`src/rtl/lighthouse_ootx_decoder_pkg.sv`:
```
// Shared definitions for the lighthouse OOTX side-channel decoder.
package lighthouse_ootx_decoder_pkg;

    typedef enum logic [2:0] {
        ST_HUNT,
        ST_LENGTH,
        ST_PAYLOAD,
        ST_CRC,
        ST_SYNC
    } ootx_state_e;

    localparam int          OOTX_PREAMBLE_ZEROS  = 17;
    localparam logic [31:0] CRC32_POLY_REFLECTED = 32'hEDB88320;
    localparam logic [31:0] CRC32_INIT           = 32'hFFFFFFFF;

    // The OOTX length field and CRC words carry little-endian bytes inside big-endian words.
    function automatic logic [15:0] byteSwap16(input logic [15:0] w);
        return {w[7:0], w[15:8]};
    endfunction

endpackage

```
`src/rtl/lighthouse_ootx_decoder_crc32_byte.sv`:
```
// One-byte step of the reflected IEEE CRC-32, fully combinational.
module ootx_crc32_byte
    import lighthouse_ootx_decoder_pkg::*;
(
    input  logic [31:0] crc_i,
    input  logic [7:0]  data_i,
    output logic [31:0] crc_o
);

    logic [31:0] c;

    always_comb begin
        c = crc_i ^ {24'd0, data_i};
        for (int i = 0; i < 8; i++) begin
            c = c[0] ? ((c >> 1) ^ CRC32_POLY_REFLECTED) : (c >> 1);
        end
        crc_o = c;
    end

endmodule

```
`src/rtl/lighthouse_ootx_decoder.sv`:
```
// Assembles OOTX frames from the per-sweep sync data bit: payload bytes, length and CRC verdict.
module lighthouse_ootx_decoder
    import lighthouse_ootx_decoder_pkg::*;
#(
    parameter int MAX_LEN = 64
) (
    input  logic        clk_48,
    input  logic        reset,
    input  logic        bit_strobe,
    input  logic        bit_data,
    output logic [7:0]  byte_data,
    output logic        byte_strobe,
    output logic        frame_start,
    output logic [15:0] frame_len,
    output logic        frame_done,
    output logic        crc_ok,
    output logic        frame_error
);

    localparam int WORD_CNT_W = $clog2((MAX_LEN + 1) / 2 + 3);
    localparam int ZERO_CNT_W = $clog2(OOTX_PREAMBLE_ZEROS + 1);

    ootx_state_e           state_q, state_d;
    logic [ZERO_CNT_W-1:0] zeroCnt_q, zeroCnt_d;
    logic [3:0]            bitCnt_q, bitCnt_d;
    logic [WORD_CNT_W-1:0] wordCnt_q, wordCnt_d;
    logic [15:0]           byteCnt_q, byteCnt_d;
    logic [15:0]           shift_q, shift_d;
    logic [15:0]           crcWord0_q, crcWord0_d;
    logic [31:0]           crc_q, crc_d;
    logic [7:0]            byteData_q, byteData_d;
    logic                  byteStrobe_q, byteStrobe_d;
    logic                  frameStart_q, frameStart_d;
    logic [15:0]           frameLen_q, frameLen_d;
    logic                  frameDone_q, frameDone_d;
    logic                  crcOk_q, crcOk_d;
    logic                  frameError_q, frameError_d;

    logic [15:0] shiftNext;
    logic [15:0] lenVal;
    logic [31:0] crcNext;
    logic [31:0] crcReceived;
    logic [16:0] payloadWords;
    logic [16:0] wordCntExt;

    assign shiftNext    = {shift_q[14:0], bit_data};
    assign lenVal       = byteSwap16(shiftNext);
    assign crcReceived  = {byteSwap16(shiftNext), byteSwap16(crcWord0_q)};
    assign payloadWords = ({1'b0, frameLen_q} + 17'd1) >> 1;
    assign wordCntExt   = {{(17 - WORD_CNT_W){1'b0}}, wordCnt_q};

    // Every emitted byte is the low byte of the freshly shifted word, so one CRC step suffices.
    ootx_crc32_byte u_crc (
        .crc_i  (crc_q),
        .data_i (shiftNext[7:0]),
        .crc_o  (crcNext)
    );

    always_ff @(posedge clk_48) begin
        if (reset) begin
            state_q      <= ST_HUNT;
            zeroCnt_q    <= '0;
            bitCnt_q     <= '0;
            wordCnt_q    <= '0;
            byteCnt_q    <= '0;
            shift_q      <= '0;
            crcWord0_q   <= '0;
            crc_q        <= CRC32_INIT;
            byteData_q   <= '0;
            byteStrobe_q <= 1'b0;
            frameStart_q <= 1'b0;
            frameLen_q   <= '0;
            frameDone_q  <= 1'b0;
            crcOk_q      <= 1'b0;
            frameError_q <= 1'b0;
        end else begin
            state_q      <= state_d;
            zeroCnt_q    <= zeroCnt_d;
            bitCnt_q     <= bitCnt_d;
            wordCnt_q    <= wordCnt_d;
            byteCnt_q    <= byteCnt_d;
            shift_q      <= shift_d;
            crcWord0_q   <= crcWord0_d;
            crc_q        <= crc_d;
            byteData_q   <= byteData_d;
            byteStrobe_q <= byteStrobe_d;
            frameStart_q <= frameStart_d;
            frameLen_q   <= frameLen_d;
            frameDone_q  <= frameDone_d;
            crcOk_q      <= crcOk_d;
            frameError_q <= frameError_d;
        end
    end

    always_comb begin
        state_d      = state_q;
        zeroCnt_d    = zeroCnt_q;
        bitCnt_d     = bitCnt_q;
        wordCnt_d    = wordCnt_q;
        byteCnt_d    = byteCnt_q;
        shift_d      = shift_q;
        crcWord0_d   = crcWord0_q;
        crc_d        = crc_q;
        byteData_d   = byteData_q;
        byteStrobe_d = 1'b0;
        frameStart_d = 1'b0;
        frameLen_d   = frameLen_q;
        frameDone_d  = 1'b0;
        crcOk_d      = crcOk_q;
        frameError_d = 1'b0;

        if (bit_strobe) begin
            case (state_q)
                ST_HUNT: begin
                    if (!bit_data) begin
                        if (zeroCnt_q < ZERO_CNT_W'(OOTX_PREAMBLE_ZEROS)) begin
                            zeroCnt_d = zeroCnt_q + 1'b1;
                        end
                    end else if (zeroCnt_q >= ZERO_CNT_W'(OOTX_PREAMBLE_ZEROS)) begin
                        state_d   = ST_LENGTH;
                        zeroCnt_d = '0;
                        bitCnt_d  = '0;
                    end else begin
                        zeroCnt_d = '0;
                    end
                end
                ST_LENGTH: begin
                    shift_d  = shiftNext;
                    bitCnt_d = bitCnt_q + 4'd1;
                    if (bitCnt_q == 4'd15) begin
                        bitCnt_d = '0;
                        if (lenVal > 16'(MAX_LEN)) begin
                            frameError_d = 1'b1;
                            state_d      = ST_HUNT;
                        end else begin
                            frameStart_d = 1'b1;
                            frameLen_d   = lenVal;
                            wordCnt_d    = '0;
                            byteCnt_d    = '0;
                            crc_d        = CRC32_INIT;
                            state_d      = ST_SYNC;
                        end
                    end
                end
                ST_PAYLOAD: begin
                    shift_d  = shiftNext;
                    bitCnt_d = bitCnt_q + 4'd1;
                    if (bitCnt_q == 4'd7) begin
                        byteData_d   = shiftNext[7:0];
                        byteStrobe_d = 1'b1;
                        crc_d        = crcNext;
                        byteCnt_d    = byteCnt_q + 16'd1;
                    end
                    if (bitCnt_q == 4'd15) begin
                        bitCnt_d  = '0;
                        wordCnt_d = wordCnt_q + 1'b1;
                        state_d   = ST_SYNC;
                        // An odd-length frame ends with a pad byte that must not reach the FIFO or CRC.
                        if (byteCnt_q < frameLen_q) begin
                            byteData_d   = shiftNext[7:0];
                            byteStrobe_d = 1'b1;
                            crc_d        = crcNext;
                            byteCnt_d    = byteCnt_q + 16'd1;
                        end
                    end
                end
                ST_CRC: begin
                    shift_d  = shiftNext;
                    bitCnt_d = bitCnt_q + 4'd1;
                    if (bitCnt_q == 4'd15) begin
                        bitCnt_d  = '0;
                        wordCnt_d = wordCnt_q + 1'b1;
                        if (wordCntExt == payloadWords) begin
                            crcWord0_d = shiftNext;
                            state_d    = ST_SYNC;
                        end else begin
                            frameDone_d = 1'b1;
                            crcOk_d     = ((crc_q ^ CRC32_INIT) == crcReceived);
                            zeroCnt_d   = '0;
                            state_d     = ST_HUNT;
                        end
                    end
                end
                ST_SYNC: begin
                    bitCnt_d = '0;
                    if (!bit_data) begin
                        frameError_d = 1'b1;
                        zeroCnt_d    = '0;
                        state_d      = ST_HUNT;
                    end else if (wordCntExt < payloadWords) begin
                        state_d = ST_PAYLOAD;
                    end else begin
                        state_d = ST_CRC;
                    end
                end
                default: begin
                    state_d   = ST_HUNT;
                    zeroCnt_d = '0;
                end
            endcase
        end
    end

    assign byte_data   = byteData_q;
    assign byte_strobe = byteStrobe_q;
    assign frame_start = frameStart_q;
    assign frame_len   = frameLen_q;
    assign frame_done  = frameDone_q;
    assign crc_ok      = crcOk_q;
    assign frame_error = frameError_q;

endmodule

```
`config.mk`:
```
export PLATFORM = sky130hd
export DESIGN_NAME = lighthouse_ootx_decoder
export DESIGN_NICKNAME = d
export VERILOG_FILES = /design/src/rtl/lighthouse_ootx_decoder_pkg.sv /design/src/rtl/lighthouse_ootx_decoder_crc32_byte.sv /design/src/rtl/lighthouse_ootx_decoder.sv
export SDC_FILE = /design/constraint.sdc
export NUM_CORES = 1
export LEC_CHECK = 0
export ABC_CLOCK_PERIOD_IN_PS = 2700
export CAP_MARGIN = 20
export CORE_MARGIN = 1
export CORE_UTILIZATION = 50
export CTS_CLUSTER_SIZE = 12
export DETAILED_ROUTE_END_ITERATION = 6
export PLACE_DENSITY = 0.76
export SLEW_MARGIN = 40
export SYNTH_ARGS = -nofsm -noshare
export SYNTH_HDL_FRONTEND = slang
export SYNTH_HIERARCHICAL = 1
export SYNTH_SLANG_ARGS = --single-unit
export TNS_END_PERCENT = 100
```
`constraint.sdc`:
```
create_clock -name clk_48 -period 2.7 [get_ports clk_48]
set_input_delay 0.27 -clock clk_48 [delete_from_list [all_inputs] [get_ports clk_48]]
set_output_delay 0.27 -clock clk_48 [all_outputs]
set_load 0.05 [all_outputs]
```
Word-level counts from Yosys, hierarchy flattened
Index checks and enable logic that the tools add are counted.
{"block": "classes", "addsub": 5, "magnitude_cmp": 5, "n_reduce_logical": 21, "bitwise_logic": 18, "multipliers": 0, "muxes": 56, "n_shift": 0, "eq_ne": 18, "n_div": 0}
{"cell": "$mux 32", "count": 13}
{"cell": "$not 13->14", "count": 8}
{"cell": "$mux 16", "count": 5}
{"cell": "$pmux 32 s2", "count": 1}
{"cell": "$eq 32x32->1", "count": 1}
{"cell": "$not 32->32", "count": 1}
{"cell": "$pmux 16 s2", "count": 1}
{"cell": "$xor 32x8->32", "count": 1}
{"cell": "$mux 5", "count": 5}
{"cell": "$mux 8", "count": 3}
{"cell": "$mux 3", "count": 7}
{"cell": "$pmux 5 s4", "count": 1}
{"cell": "$reduce_and 4->1", "count": 5}
{"cell": "$mux 6", "count": 3}
{"cell": "$add 16x1->17 const B", "count": 1}
{"cell": "$add 16x1->16 const B", "count": 1}
{"cell": "$eq 6x16->1", "count": 1}
{"cell": "$gt 16x7->1 const B", "count": 1}
{"cell": "$lt 16x16->1", "count": 1}
{"cell": "$lt 6x16->1", "count": 1}
{"cell": "$ne 2x2->1 const B", "count": 8}
{"cell": "$pmux 3 s5", "count": 1}
{"cell": "$mux 4", "count": 3}
{"cell": "$pmux 4 s3", "count": 1}
{"cell": "other kinds (26)", "count": 49}
{"block": "word_totals", "in_bits": 4, "out_inout_bits": 29, "romBits": 0, "mem_count": 0, "latchBits": 0, "elab_cells": 138, "ram_bits": 0, "register_bits": 126}

Depth between registers and ports, before layout
{"block": "logic_depth", "ltp_word": 21, "ltp_mapped": 13}

By module
Netlist, hierarchy kept.
{"mod": "lighthouse_ootx_decoder", "area_per_inst_um2": 6148.4, "cells_per_inst": 716, "seq_area_each_um2": 2522.4, "n_inst": 1}
{"mod": "ootx_crc32_byte", "area_per_inst_um2": 924.6, "cells_per_inst": 67, "seq_area_each_um2": 0.0, "n_inst": 1}

Least setup slack after synthesis
No wires, ideal clock.
{"block": "synth_timing", "path_type": "reg2reg", "start": "register frameLen_q[1] (netlist: frame_len[1])", "end": "register crcWord0_q[6]", "slack_ps": -280, "arrival_ps": 2852, "period_less_slack_ps": 2980, "path_stages_with_launch": 14, "n_path_buf": 2, "cell_sequence": "dfxtp_1 > ha_1 > and3_1 > nand3_1 > xnor2_1 > ha_1 > nand2_1 > nor3_1 > o2111ai_1 > nand2b_1 > buf_4 > buf_4 > mux2i_1 > nor2_1"}
{"block": "synth_between", "elab_chain_len": 3}
{"element": "start: declaration", "line_no": "lighthouse_ootx_decoder.sv:34", "text": "logic [15:0] frameLen_q, frameLen_d;"}
{"element": "start signal: assignment", "line_no": "lighthouse_ootx_decoder.sv:88", "text": "frameLen_q <= frameLen_d;"}
{"element": "$add 16x1->17", "line_no": "lighthouse_ootx_decoder.sv:49", "text": "assign payloadWords = ({1'b0, frameLen_q} + 17'd1) >> 1;"}
{"element": "$eq 6x16->1", "line_no": "lighthouse_ootx_decoder.sv:173", "text": "if (wordCntExt == payloadWords) begin"}
{"element": "$reduce_and 4->1 (no line)"}
{"element": "end signal: assignment", "line_no": "lighthouse_ootx_decoder.sv:83", "text": "crcWord0_q <= crcWord0_d;"}
{"element": "end: declaration", "line_no": "lighthouse_ootx_decoder.sv:29", "text": "logic [15:0] crcWord0_q, crcWord0_d;"}
No other way between the ends.
A chain may end at the register's enable or synchronous reset.

Worst setup path in the final report
{"block": "layout_timing", "start": "register frameLen_q[11] (netlist: frame_len[11])", "end": "register byteCnt_q[8]"}
{"block": "layout_between", "elab_chain_len": 4}
{"element": "$lt 16x16->1", "line_no": "lighthouse_ootx_decoder.sv:159", "text": "if (byteCnt_q < frameLen_q) begin"}
{"element": "$mux 16", "line_no": "lighthouse_ootx_decoder.sv:159"}
{"element": "$mux 16", "line_no": "lighthouse_ootx_decoder.sv:154", "text": "if (bitCnt_q == 4'd15) begin"}
{"element": "$pmux 16 s2", "line_no": "lighthouse_ootx_decoder.sv:113", "text": "case (state_q)"}
{"element": "end signal: assignment", "line_no": "lighthouse_ootx_decoder.sv:81", "text": "byteCnt_q <= byteCnt_d;"}
{"element": "end: declaration", "line_no": "lighthouse_ootx_decoder.sv:27", "text": "logic [15:0] byteCnt_q, byteCnt_d;"}
No other way between the ends.

==> impl_results.rst <==
.. list-table::
   :header-rows: 1

   * - Metric
     - Value
   * - Layout-stage area growth over the synthesis result
     - 19.7%
   * - Proportion of layout cells with a drive suffix above 1
     - 15.0%
   * - Depth of the worst hold-timing path
     - 4
   * - # setup viols final
     - 0
   * - Seq cells post-synth
     - between 100 and 150
   * - Area share of the largest cell type after synthesis
     - between 30% and 40%
   * - Static power due to leakage
     - about 3.4 nW
   * - Internal power consumption
     - 0.00342 W
   * - Power after layout
     - about 0.0044 W
   * - Start of the worst register-to-register path
     - frame_len[11]
   * - Number of primary I/O pins
     - 33
   * - Largest vdd supply drop
     - 441 uV
   * - Global-route wire length before repair
     - 28.1 mm
   * - Ant. Diodes
     - 0
   * - Mapped Nets
     - 814
   * - Overall die width
     - 121 um
   * - Total gr overflow
     - 0
   * - Hold path startpoint
     - reset
   * - Max-slew violation count
     - 0
   * - NumNets Final
     - 869
   * - Worst r2r dst
     - byteCnt_q[8]
   * - Vias after detailed routing
     - 5863
   * - Hold crit path type
     - in2reg
   * - Pre-Repair DR Iteration Count
     - 5
   * - Routed Wire Length
     - 17.5 mm
   * - Status
     - completed
   * - Number of antenna violations at the first check in global routing
     - 0
   * - Number of hold violations in the final report
     - 0
   * - Pwr/cell area
     - 518 nW/um^2
   * - Library cell occupying the most area in the post-synthesis netlist
     - sky130_fd_sc_hd__dfxtp_1
   * - Critical Path Start
     - frame_len[11]
   * - Switching share of power
     - 22.1%
   * - Warnings, synthesis
     - 6
   * - Wire length per cell after detailed routing
     - 17.0 um
   * - Final non-filler cell area
     - 8470 um^2
   * - Die area
     - roughly 15000 um^2
   * - Number of maximum-capacitance violations
     - 0
   * - Proportion of power drawn by the clock network
     - 54.5%
   * - Area of the mapped netlist
     - just over 7000 um^2
   * - DP HPWL
     - 12.2 mm
   * - Sum of negative setup slack
     - 0 ns
   * - Clk_lat worst skew
     - 0.43 ns
   * - Number of instances in the placed design
     - 992
   * - CTS H-tree depth
     - 4
   * - Core Footprint
     - 13800 um^2
   * - Post-Route Skew
     - about 0.011 ns
   * - Type of the setup path with the least slack
     - reg2reg
   * - Number of buffers on the longest clock path
     - 2
   * - DRC marker count from the first detailed-route iteration
     - approximately 500
   * - Total global routing track utilization
     - approximately a quarter
   * - Number of sinks on the clock net
     - 126
   * - Required time worst endpoint
     - 3.06 ns
   * - Synth Area per Inst
     - around 9 um^2
   * - Transition at the pin with the smallest max-transition slack
     - 0.779 ns
   * - Synthesized instance count
     - 783
   * - Final critical-path share of the clock period
     - 95.7%
   * - Clock root buffer
     - sky130_fd_sc_hd__clkbuf_16
   * - Portion of the post-synthesis area used by sequential elements
     - 35.7%
   * - Top fanout value on the critical path
     - 7
   * - Number of port buffers
     - 32
   * - Kind of start point of the critical path
     - flip-flop
   * - Largest net degree at the start of global routing
     - 45
   * - Antenna Violating Nets Remaining
     - 0
   * - Proportion of power drawn by combinational gates
     - under 10%
   * - Most used DFF post-synth
     - sky130_fd_sc_hd__dfxtp_1
   * - Worst setup slack for register-to-register paths
     - 0.12 ns
   * - Biggest area contributors in the synthesized netlist
     - sky130_fd_sc_hd__dfxtp_1 36%, sky130_fd_sc_hd__xnor2_1 8.5%, sky130_fd_sc_hd__nor2_1 5.3%
   * - Dpl cell area
     - 7740 um^2
   * - Number of cells on the worst reg-to-reg path
     - 9
   * - Final design utilization
     - 61.3%
   * - Number of distinct library cells after synthesis
     - 60
   * - Fmax
     - 387 MHz
   * - Via count of the first global-routing pass
     - 5459
   * - Count leader, synth
     - sky130_fd_sc_hd__dfxtp_1
   * - Top cells by count, synth
     - 126 x sky130_fd_sc_hd__dfxtp_1, 100 x sky130_fd_sc_hd__nor2_1, 69 x sky130_fd_sc_hd__xnor2_1
   * - Effective utilization at floorplan
     - between 50% and 60%
   * - Gp weighted congestion
     - between 0.8 and 0.9
   * - Clock tree from TritonCTS
     - done
   * - Number of buffers created by CTS
     - 17
   * - Remaining design rule violation count
     - 0
   * - Detailed-route vias per instance
     - 5.69
   * - Worst hold path endpoint
     - crc_ok
   * - Minimum period implied by the final worst setup slack
     - 2.58 ns
   * - Proportion of power drawn by flip-flops and latches
     - 42.4%
   * - Worst setup EP type
     - flip-flop
   * - Clock edge transition at the registers on the reported setup and hold paths
     - 0.06 ns
   * - FFs w/ async S/R, synth
     - 0%
   * - Height of the die
     - 121 um
   * - Rel. slew slack
     - 47.6%
   * - Net Switching
     - 0.000969 W
   * - Endpoint arrival time on the critical path
     - between 2 and 3 ns
   * - Rows
     - 43
   * - Final Instance Count excl. Fillers
     - slightly above 1000
   * - Count of flip-flops with a built-in enable after synthesis
     - 0
metal layers:
layer  global-route usage [%]  vias to the layer above  share of wire, %
met4                     10.0                        0               2.2
met2                     39.3                      184                46
met1                     32.9                     2806                46
met3                     4.79                       29               5.8
met5                        0                        -                 0
li1                         -                     2844                 -
sequential cells by signal, summed over array words and instances (netlist names):
| signal | cells |
|---|---|
| frame_len | 16 |
| zeroCnt_q | 5 |
| frame_start | 1 |
| crc_ok | 1 |
| shift_q | 15 |
| frame_error | 1 |
| crc_q | 32 |
| byte_data | 8 |
| wordCnt_q | 6 |
| bitCnt_q | 4 |
| frame_done | 1 |
| byte_strobe | 1 |
| byteCnt_q | 16 |
| state_q | 3 |
| crcWord0_q | 16 |
worst max-delay path, stage by stage (launching register included):
cell and delay, ns:
sky130_fd_sc_hd__dfxtp_2 0.34, sky130_fd_sc_hd__inv_1 0.05, sky130_fd_sc_hd__ha_1 0.33, sky130_fd_sc_hd__a21oi_1 0.17, sky130_fd_sc_hd__a31oi_1 0.13, sky130_fd_sc_hd__o41ai_2 0.34
sky130_fd_sc_hd__buf_4 0.18, sky130_fd_sc_hd__o211ai_1 0.22, sky130_fd_sc_hd__or4_1 0.59, sky130_fd_sc_hd__a21oi_1 0.16
through the flow:
step,hold WS [ns],setup WS (ns)
5_1_grt,0.339,-0.0383
3_3_place_gp,0.456,0.0559
6_report,0.310,0.115
3_5_place_dp,0.462,0.0164
2_1_floorplan,0.441,0.000522
4_1_cts,0.285,0.0335
worst max-delay path by stage:
stage                                end  cells after the start
after floorplan            byteCnt_q[15]                      9
after global placement      zeroCnt_q[4]                     11
after detailed placement    zeroCnt_q[4]                     11
after CTS                 crcWord0_q[10]                     12
after global routing        byteCnt_q[8]                      9
final                       byteCnt_q[8]                      9
cell usage in the layout, fill, tap and decap left out, drive strengths merged, types with 3 or more instances in the layout:
master,instances
nand3,26
bufinv,3
nor2,100
inv,29
o211ai,13
nor4b,3
nand2,65
or4,14
nand4,11
nor3,43
a21oi,66
o21ai,14
nor4,14
nor2b,5
dfxtp,126
xnor2,77
ha,27
xor2,15
clkbuf,20
mux2i,33
clkdlybuf4s50,31
buf,43
nand2b,5
and3,9
xnor3,12
a31oi,4
o31ai,3
or3,6
xor3,5
clkinv,3
clkinvlp,3
logic make-up after synthesis:
family | after synthesis | share of synthesized area (%)
simple gates | 306 | 20.5
buf+inv | 64 | 4.40
mux | 34 | 4.83
fa+ha+maj | 27 | 4.78
flops | 126 | 35.7
xor+xnor | 109 | 18.3
compound gates | 117 | 11.5
power by group through the flow:
stage	combinational, W	sequential, W	clock (W)
global placement	0.000129	0.00190	0
finish	0.000134	0.00186	0.00239
detailed placement	0.000130	0.00190	0
CTS	0.000131	0.00186	0.00241
global route	0.000145	0.00186	0.00250
floorplan	0.0000895	0.00190	0
area by class of cell:
type | count | area, um^2
sequential | 126 | 2540
inverter | 26 | 97.6
tap | 180 | 225
timing repair buffer | 74 | 697
clock inverter | 12 | 158
multi-input combinational | 593 | 4300
clock buffer | 20 | 457
fill | 1074 | 5360
timing repair:
action                     4_1_cts  5_1_grt
hold buffers                     0        0
setup endpoints to repair        3       28
pin swaps                        1        5
setup buffers                    0        7
gates resized for setup          1        9
Note: power is estimated with default switching activity, not from simulation.
